**src/rtl/scene_render.sv**
```systemverilog
// Sprite compositor: two player rectangles, a shuttle square and a fixed net drawn over the timing-generator raster.
// Latency: 2 cycles from hdata/vdata to rgb/de. pos_ready drops only in reset and in the commit cycle.
module scene_render #(
  parameter int WIDTH = 12,
  parameter int HSIZE = 800,
  parameter int VSIZE = 600,
  parameter bit HSPP  = 1'b1,
  parameter bit VSPP  = 1'b1,
  parameter int PW    = 32,
  parameter int PH    = 64,
  parameter int SS    = 8,
  parameter int NET_X = 396
) (
  input  logic             clk,
  input  logic             rst_n,
  input  logic [WIDTH-1:0] hdata,
  input  logic [WIDTH-1:0] vdata,
  input  logic             hsync_in,
  input  logic             vsync_in,
  input  logic             pos_valid,
  output logic             pos_ready,
  input  logic [1:0]       pos_id,
  input  logic [WIDTH-1:0] pos_x,
  input  logic [WIDTH-1:0] pos_y,
  output logic             frame_tick,
  output logic             hsync,
  output logic             vsync,
  output logic             de,
  output logic [7:0]       red,
  output logic [7:0]       green,
  output logic [7:0]       blue
);

  localparam int NET_W = 8;
  localparam int NET_Y = 400;

  // Index 0 = player0, 1 = player1, 2 = shuttle.
  localparam logic [2:0][WIDTH-1:0] RST_X = {WIDTH'(396), WIDTH'(668), WIDTH'(100)};
  localparam logic [2:0][WIDTH-1:0] RST_Y = {WIDTH'(200), WIDTH'(472), WIDTH'(472)};
  localparam logic [2:0][WIDTH:0]   OBJ_W = {(WIDTH+1)'(SS), (WIDTH+1)'(PW), (WIDTH+1)'(PW)};
  localparam logic [2:0][WIDTH:0]   OBJ_H = {(WIDTH+1)'(SS), (WIDTH+1)'(PH), (WIDTH+1)'(PH)};

  logic [2:0][WIDTH-1:0] pend_x, pend_y, act_x, act_y;
  logic                  commit;
  logic                  accept;

  assign commit    = (hdata == '0) && (vdata == WIDTH'(VSIZE));
  assign pos_ready = !rst_n && !commit;
  assign accept    = pos_valid && pos_ready;

  always_ff @(posedge clk) begin
    if (rst_n) begin
      pend_x     <= RST_X;
      pend_y     <= RST_Y;
      act_x      <= RST_X;
      act_y      <= RST_Y;
      frame_tick <= 1'b0;
    end else begin
      frame_tick <= commit;
      if (commit) begin
        act_x <= pend_x;
        act_y <= pend_y;
      end
      // Reserved id 3 is accepted but writes nothing.
      if (accept && pos_id != 2'd3) begin
        pend_x[pos_id] <= pos_x;
        pend_y[pos_id] <= pos_y;
      end
    end
  end

  // Stage 1: hit tests in WIDTH+1 bits so x+w never wraps back onto column 0.
  logic [WIDTH:0] h_ext, v_ext;
  logic [2:0]     hit_nxt;
  logic           net_nxt, vis_nxt;

  assign h_ext = {1'b0, hdata};
  assign v_ext = {1'b0, vdata};

  always_comb begin
    hit_nxt = '0;
    for (int i = 0; i < 3; i++) begin
      hit_nxt[i] = (h_ext >= {1'b0, act_x[i]}) && (h_ext < {1'b0, act_x[i]} + OBJ_W[i]) &&
                   (v_ext >= {1'b0, act_y[i]}) && (v_ext < {1'b0, act_y[i]} + OBJ_H[i]);
    end
  end

  assign net_nxt = (h_ext >= (WIDTH+1)'(NET_X)) && (h_ext < (WIDTH+1)'(NET_X + NET_W)) &&
                   (v_ext >= (WIDTH+1)'(NET_Y)) && (v_ext < (WIDTH+1)'(VSIZE));
  assign vis_nxt = (h_ext < (WIDTH+1)'(HSIZE)) && (v_ext < (WIDTH+1)'(VSIZE));

  logic [2:0] s1_hit;
  logic       s1_net, s1_vis, s1_hs, s1_vs;

  always_ff @(posedge clk) begin
    if (rst_n) begin
      s1_hit <= '0;
      s1_net <= 1'b0;
      s1_vis <= 1'b0;
      s1_hs  <= !HSPP;
      s1_vs  <= !VSPP;
    end else begin
      s1_hit <= hit_nxt;
      s1_net <= net_nxt;
      s1_vis <= vis_nxt;
      s1_hs  <= hsync_in;
      s1_vs  <= vsync_in;
    end
  end

  // Stage 2: priority colour select.
  logic [23:0] rgb_nxt;

  always_comb begin
    rgb_nxt = 24'h00A000;
    if (!s1_vis)        rgb_nxt = 24'h000000;
    else if (s1_hit[2]) rgb_nxt = 24'hFFFFFF;
    else if (s1_hit[0]) rgb_nxt = 24'hFF0000;
    else if (s1_hit[1]) rgb_nxt = 24'h0000FF;
    else if (s1_net)    rgb_nxt = 24'hC0C0C0;
  end

  always_ff @(posedge clk) begin
    if (rst_n) begin
      {red, green, blue} <= '0;
      de                 <= 1'b0;
      hsync              <= !HSPP;
      vsync              <= !VSPP;
    end else begin
      {red, green, blue} <= rgb_nxt;
      de                 <= s1_vis;
      hsync              <= s1_hs;
      vsync              <= s1_vs;
    end
  end

endmodule

```
**config.mk**
```make
export PLATFORM = sky130hd
export DESIGN_NAME = scene_render
export DESIGN_NICKNAME = d
export VERILOG_FILES = /design/src/rtl/scene_render.sv
export SDC_FILE = /design/constraint.sdc
export NUM_CORES = 1
export LEC_CHECK = 0
export CORE_ASPECT_RATIO = 1.4
export CORE_MARGIN = 8
export CORE_UTILIZATION = 40
export CTS_CLUSTER_SIZE = 24
export DETAILED_ROUTE_END_ITERATION = 8
export GPL_ROUTABILITY_DRIVEN = 0
export SLEW_MARGIN = 5
export SYNTH_ARGS = -nofsm -noshare
export SYNTH_HDL_FRONTEND = slang
export SYNTH_SLANG_ARGS = --single-unit
export TNS_END_PERCENT = 30
```
**constraint.sdc**
```tcl
create_clock -name clk -period 3.2 [get_ports clk]
set_clock_uncertainty 0.1 [all_clocks]
set_input_delay 0.64 -clock clk [delete_from_list [all_inputs] [get_ports clk]]
set_output_delay 0.64 -clock clk [all_outputs]
set_load 0.02 [all_outputs]
```
Yosys cells after proc, flatten, opt, wreduce, memory -nomap -nowiden
Index checks and enable logic that the tools add are counted.

cells by class
  add/sub/neg operators = 6
  $lt $le $gt $ge = 19
  reduce and logical (&&, ||, !) cells = 22
  bitwise gates (word level) = 1
  mux-type cells = 8
  equality and inequality tests = 2

operators by type and width
  cell                     count
  $mux W24                 4
  $lt A12 B13 Y1           6
  $bwmux W36               2
  $ge A12 B12 Y1           6
  $add A12 B4 Y13 const B  2
  $add A12 B6 Y13 const B  2
  $add A12 B7 Y13 const B  2
  $demux W12 S2            1
  $ge A12 B9 Y1 const B    2
  $lt A12 B10 Y1 const B   2
  $logic_and A1 B1 Y1      18
  $eq A12 B10 Y1 const B   1
  $logic_not A12 Y1        1
  $lt A12 B9 Y1 const B    1
  $mux W12                 1
  $lt A2 B3 Y1 const B     1
  $ge A2 B1 Y1 const B     1
  $logic_not A1 Y1         2
  $ne A2 B2 Y1 const B     1
  $reduce_or A2 Y1         1
  $not A1 Y1               1

word-level totals
  bits in registers = 179
  input port bits = 55

Depth between registers and ports, before layout
  depth after elaboration = 6
  depth in mapped cells = 11

Worst setup path before layout
OpenSTA, ideal clock, no wires.

  path kind = input port to output port
  start point = in hdata[10]
  end point = out pos_ready
  setup slack = 568 ps
  arrival = 1892 ps
  stages on the path = 5
  cells stage by stage = or4_4 -> nor3_4 -> buf_6 -> buf_2 -> nor2_1

on the way
  cells in the longest elaborated chain, start to end = 4

RTL lines
  item                 line  RTL
  start, declared      16    input logic [WIDTH-1:0] hdata,
  $logic_not A12 Y1    47    assign commit = (hdata == '0) && (vdata == WIDTH'(VSIZE));
  $logic_and A1 B1 Y1  47
  $logic_not A1 Y1     48    assign pos_ready = !rst_n && !commit;
  $logic_and A1 B1 Y1  48
  end, declared        21    output logic pos_ready,

No other way between the ends.

Final worst setup path
  start point = in vdata[9]
  end point = out pos_ready

on the way
  cells in the longest elaborated chain, start to end = 4

RTL lines
  item                 line  RTL
  start, declared      17    input logic [WIDTH-1:0] vdata,
  $eq A12 B10 Y1       47
  $logic_and A1 B1 Y1  47
  $logic_not A1 Y1     48
  $logic_and A1 B1 Y1  48

No other way between the ends.

==> reports/qor_table.md <==
| Metric | Reported | Unit |
|:---|:---|:---|
| Vert. Die Dim | 196.9 | um |
| Arrival time of the worst setup path | 2.36 | ns |
| IO Port Bufs | 83 | - |
| Switching portion of total power | 25.71 | % |
| Number of violations reported at the end of detailed-routing iteration 0 | 525 | - |
| Die Outline Area | 28580 | um^2 |
| Global-route usage over all layers | 17.38 | % |
| Fmax achieved | 322.1 | MHz |
| Starting density of the core | 40.42 | % |
| Setup repair after global routing missed its margin | no | - |
| Number of DRC violations after detailed routing | 0 | - |
| Final net count | 1364 | - |
| Main flop type after synthesis | sky130_fd_sc_hd__dfxtp_1 | - |
| Total CTS buffers | 17 | - |
| Vias in the first global route | 7487 | - |
| Total routed wirelength | 24760 | um |
| Fin. Hold Viols | 0 | - |
| Mapped Area | 9346 | um^2 |
| Overflow left after global routing | 0 | - |
| Avg WL per Cell | 16.44 | um |
| Pin count of the biggest net entering global routing | 91 | - |
| Net Count, Synth | 1274 | - |
| Pre-Repair DR Iteration Count | 5 | - |
| Part of the total power dissipated in the clock network | 44.3 | % |
| Number of instances in the synthesized netlist | 1097 | - |
| Top fanout value on the critical path | 2 | - |
| Max Slew Vio Count | 0 | - |
| Fin crit period | 3.104 | ns |
| Max stage delay on crit path | 0.51 | ns |
| Worst-Skew Late Latency | 0.43 | ns |
| Number of top-level design ports | 84 | - |
| Final Setup Violations | 0 | - |
| Number of cell instances on the worst register-to-register path | 11 | - |
| Total clock sinks | 163 | - |
| Number of H-tree branching levels | 4 | - |
| Internal Pwr Total | 3.360 | mW |
| Initial antenna violation count | 0 | - |
| Run status | finished clean | - |
| Utilization of the core after routing | 48.56 | % |
| CP startpoint kind | input port | - |
| EDFF count, synth | 0 | - |
| Type of the worst min-delay path | register to register | - |
| Sw Pwr | 1.163 | mW |
| Asr flop ratio synth | 0 | % |
| Pwr/cell area | 402.9 | nW/um^2 |
| Cell Chain, Critical Path | clkdlybuf4s50_1, nor4bb_4, buf_4, nand4_1, nor3_4, nor2_1, buf_2 | - |
| Count of inserted antenna diode cells | 0 | - |
| Die width | 145.2 | um |
| Top routing layer in use | met4 | - |
| Data required time at the worst endpoint | 2.46 | ns |
| Post-Synthesis Mean Instance Area | 8.520 | um^2 |
| Fraction of layout cells with a size suffix above 1 | 9.167 | % |
| Clock Tree Root | sky130_fd_sc_hd__clkbuf_16 | - |
| Hold buffer count at CTS | 0 | - |
| Detailed-placement wirelength estimate | 18500 | um |
| Part of the power in combinational logic | 9.9 | % |
| Synthesis warning total | 0 | - |
| Core region area | 23120 | um^2 |
| Max-Slew Margin vs Limit | 34.71 | % |
| Power share of the sequential group | 45.7 | % |
| Clock slew at reported path FFs | 0.06 | ns |
| Number of max-cap violations | 0 | - |
| Leakage dissipation | 4.558 | nW |
| Clock tree from TritonCTS | done | - |
| Via count of the routed design | 7708 | - |
| Amount of wire on met2 after detailed routing | 11880 | um |
| Tcrit/Tclk final | 97.01 | % |
| IR drop worst, VDD | 0.3705 | mV |
| Sequential cell area fraction in the yosys report | 34.91 | % |
| Num rows | 66 | - |
| Slew @ Worst Pin | 0.9794 | ns |
| Antenna violation net count after detailed routing | 0 | - |
| Met3 routed WL | 753 | um |
| Worst Setup End Kind | primary output | - |
| Slowest cell on crit path | sky130_fd_sc_hd__clkdlybuf4s50_1 | - |
| Final setup margin | 0.09567 | ns |
| Number of unique standard cell types used by synthesis | 50 | - |
| Worst hold path depth | 1 | - |
| Layout overhead on the synthesized area | 20.12 | % |
| Maximum number of buffers from clock root to sink | 2 | - |
| Register bit count reported by yosys | 163 | - |
| Critical path class | input port to primary output | - |
| Wire length of the first global-routing pass | 39500 | um |
| Met1 layer wirelength in the final routing | 11370 | um |
| Pre-CTS setup slack | -0.4022 | ns |
| Average vias per placed instance | 5.118 | - |
==> worst max-delay path: cells and delay by family <==
kind,cells,cell delay [ns]
buffers and inverters,3,0.84
and+or+nand+nor,4,0.90
==> per-stage QoR <==
| stage | instances | total power, mW | setup TNS [ns] | hold slack, ns | cell area (um^2) |
|---|---|---|---|---|---|
| after floorplan | 1097 | 2.337 | 0 | 0.3138 | 9346 |
| after global placement | 1474 | 2.559 | -27.90 | 0.3310 | 10640 |
| after detailed placement | 1474 | 2.564 | -29.16 | 0.3379 | 10640 |
| after CTS | 1506 | 4.573 | 0 | 0.3518 | 11220 |
| after global routing | 1506 | 4.720 | 0 | 0.3683 | 11230 |
| final | 1506 | 4.523 | 0 | 0.3475 | 11230 |
==> Yosys cell counts, types with 8 or more instances <==
| cell | n | area share (%) |
|---|---|---|
| sky130_fd_sc_hd__nand3_1 | 27 | 1.4 |
| sky130_fd_sc_hd__a21o_1 | 12 | 0.96 |
| sky130_fd_sc_hd__mux2i_1 | 38 | 4.1 |
| sky130_fd_sc_hd__a211o_1 | 37 | 3.5 |
| sky130_fd_sc_hd__nor2_1 | 88 | 3.5 |
| sky130_fd_sc_hd__nand2_2 | 10 | 0.67 |
| sky130_fd_sc_hd__nand3b_1 | 8 | 0.64 |
| sky130_fd_sc_hd__clkbuf_1 | 25 | 1.0 |
| sky130_fd_sc_hd__a21oi_2 | 10 | 0.94 |
| sky130_fd_sc_hd__o21ai_0 | 23 | 1.2 |
| sky130_fd_sc_hd__buf_4 | 22 | 1.8 |
| sky130_fd_sc_hd__nand2b_1 | 11 | 0.74 |
| sky130_fd_sc_hd__xnor2_1 | 32 | 3.0 |
| sky130_fd_sc_hd__nand4_1 | 12 | 0.80 |
| sky130_fd_sc_hd__nand2_1 | 156 | 6.3 |
| sky130_fd_sc_hd__nor2b_1 | 26 | 1.7 |
| sky130_fd_sc_hd__dfxtp_1 | 163 | 35 |
| sky130_fd_sc_hd__buf_2 | 8 | 0.43 |
| sky130_fd_sc_hd__a211oi_1 | 10 | 0.80 |
| sky130_fd_sc_hd__nor3_1 | 20 | 1.1 |
| sky130_fd_sc_hd__inv_1 | 79 | 3.2 |
| sky130_fd_sc_hd__nor4_1 | 8 | 0.54 |
| sky130_fd_sc_hd__a21oi_1 | 87 | 4.7 |
| sky130_fd_sc_hd__ha_1 | 122 | 16 |
==> registers in the layout, indices dropped and copies added (netlist names) <==
signal and count:
act_x 36, act_y 36, blue 2, de 1
frame_tick 1, green 4, hsync 1, pend_x 36
pend_y 36, red 2, s1_hit 3, s1_hs 1
s1_net 1, s1_vis 1, s1_vs 1, vsync 1
==> cell families after synthesis <==
logic type,synth area share (%)
AOI/OAI and AO/OA,15.45
xor gates and xnor gates,2.999
adders and majority gates,16.33
buffers and inverters,7.095
DFF,34.91
muxes,4.070
and+or+nand+nor,19.14
==> final timing paths <==
check	from	end	slack (ns)
max	vdata[9]	pos_ready	0.1
min	s1_hs	hsync	0.35
max reg2reg	act_x[28]	s1_hit[2]	0.28
min reg2reg	s1_hs	hsync	0.35
==> power groups by stage <==
stage          sequential (mW)  combinational [mW]  clock [mW]
6_report                  2.07               0.449        2.01
5_1_grt                   2.07               0.500        2.15
4_1_cts                   2.07               0.453        2.05
3_5_place_dp              2.11               0.450           0
3_3_place_gp              2.11               0.444           0
2_1_floorplan             2.11               0.225           0
==> metal layers <==
metal | track usage, % | up-vias
li1 | - | 3961
met4 | 7.927 | 0
met3 | 3.121 | 34
met1 | 21.16 | 3598
met5 | 0 | -
met2 | 29.42 | 115
==> placed cells by master (no fill, tap or decap), types with 37 or more instances in the layout <==
cell / n
sky130_fd_sc_hd__dfxtp_1: 163
sky130_fd_sc_hd__nand2_1: 156
sky130_fd_sc_hd__ha_1: 122
sky130_fd_sc_hd__nor2_1: 88
sky130_fd_sc_hd__a21oi_1: 87
sky130_fd_sc_hd__inv_1: 79
sky130_fd_sc_hd__clkdlybuf4s50_1: 79
sky130_fd_sc_hd__buf_4: 44
sky130_fd_sc_hd__mux2i_1: 38
sky130_fd_sc_hd__a211o_1: 37
==> what timing repair did <==
action | CTS | global route
endpoints found under the setup margin | 1 | 1
cloned | 0 | 0
resized for setup | 8 | 2
setup buffers | 0 | 0
pin swaps | 2 | 0
==> layout make-up <==
type / instances / area [um^2]
clock buffers: 18 / 429.2
inverters: 79 / 296.5
clock inverters: 14 / 141.4
repair buffers: 132 / 1264
well taps: 306 / 382.9
fillers: 2244 / 11900
flip-flops and latches: 163 / 3263
multi-input cells: 794 / 5450
No activity file was read; power rests on OpenSTA's default activity.
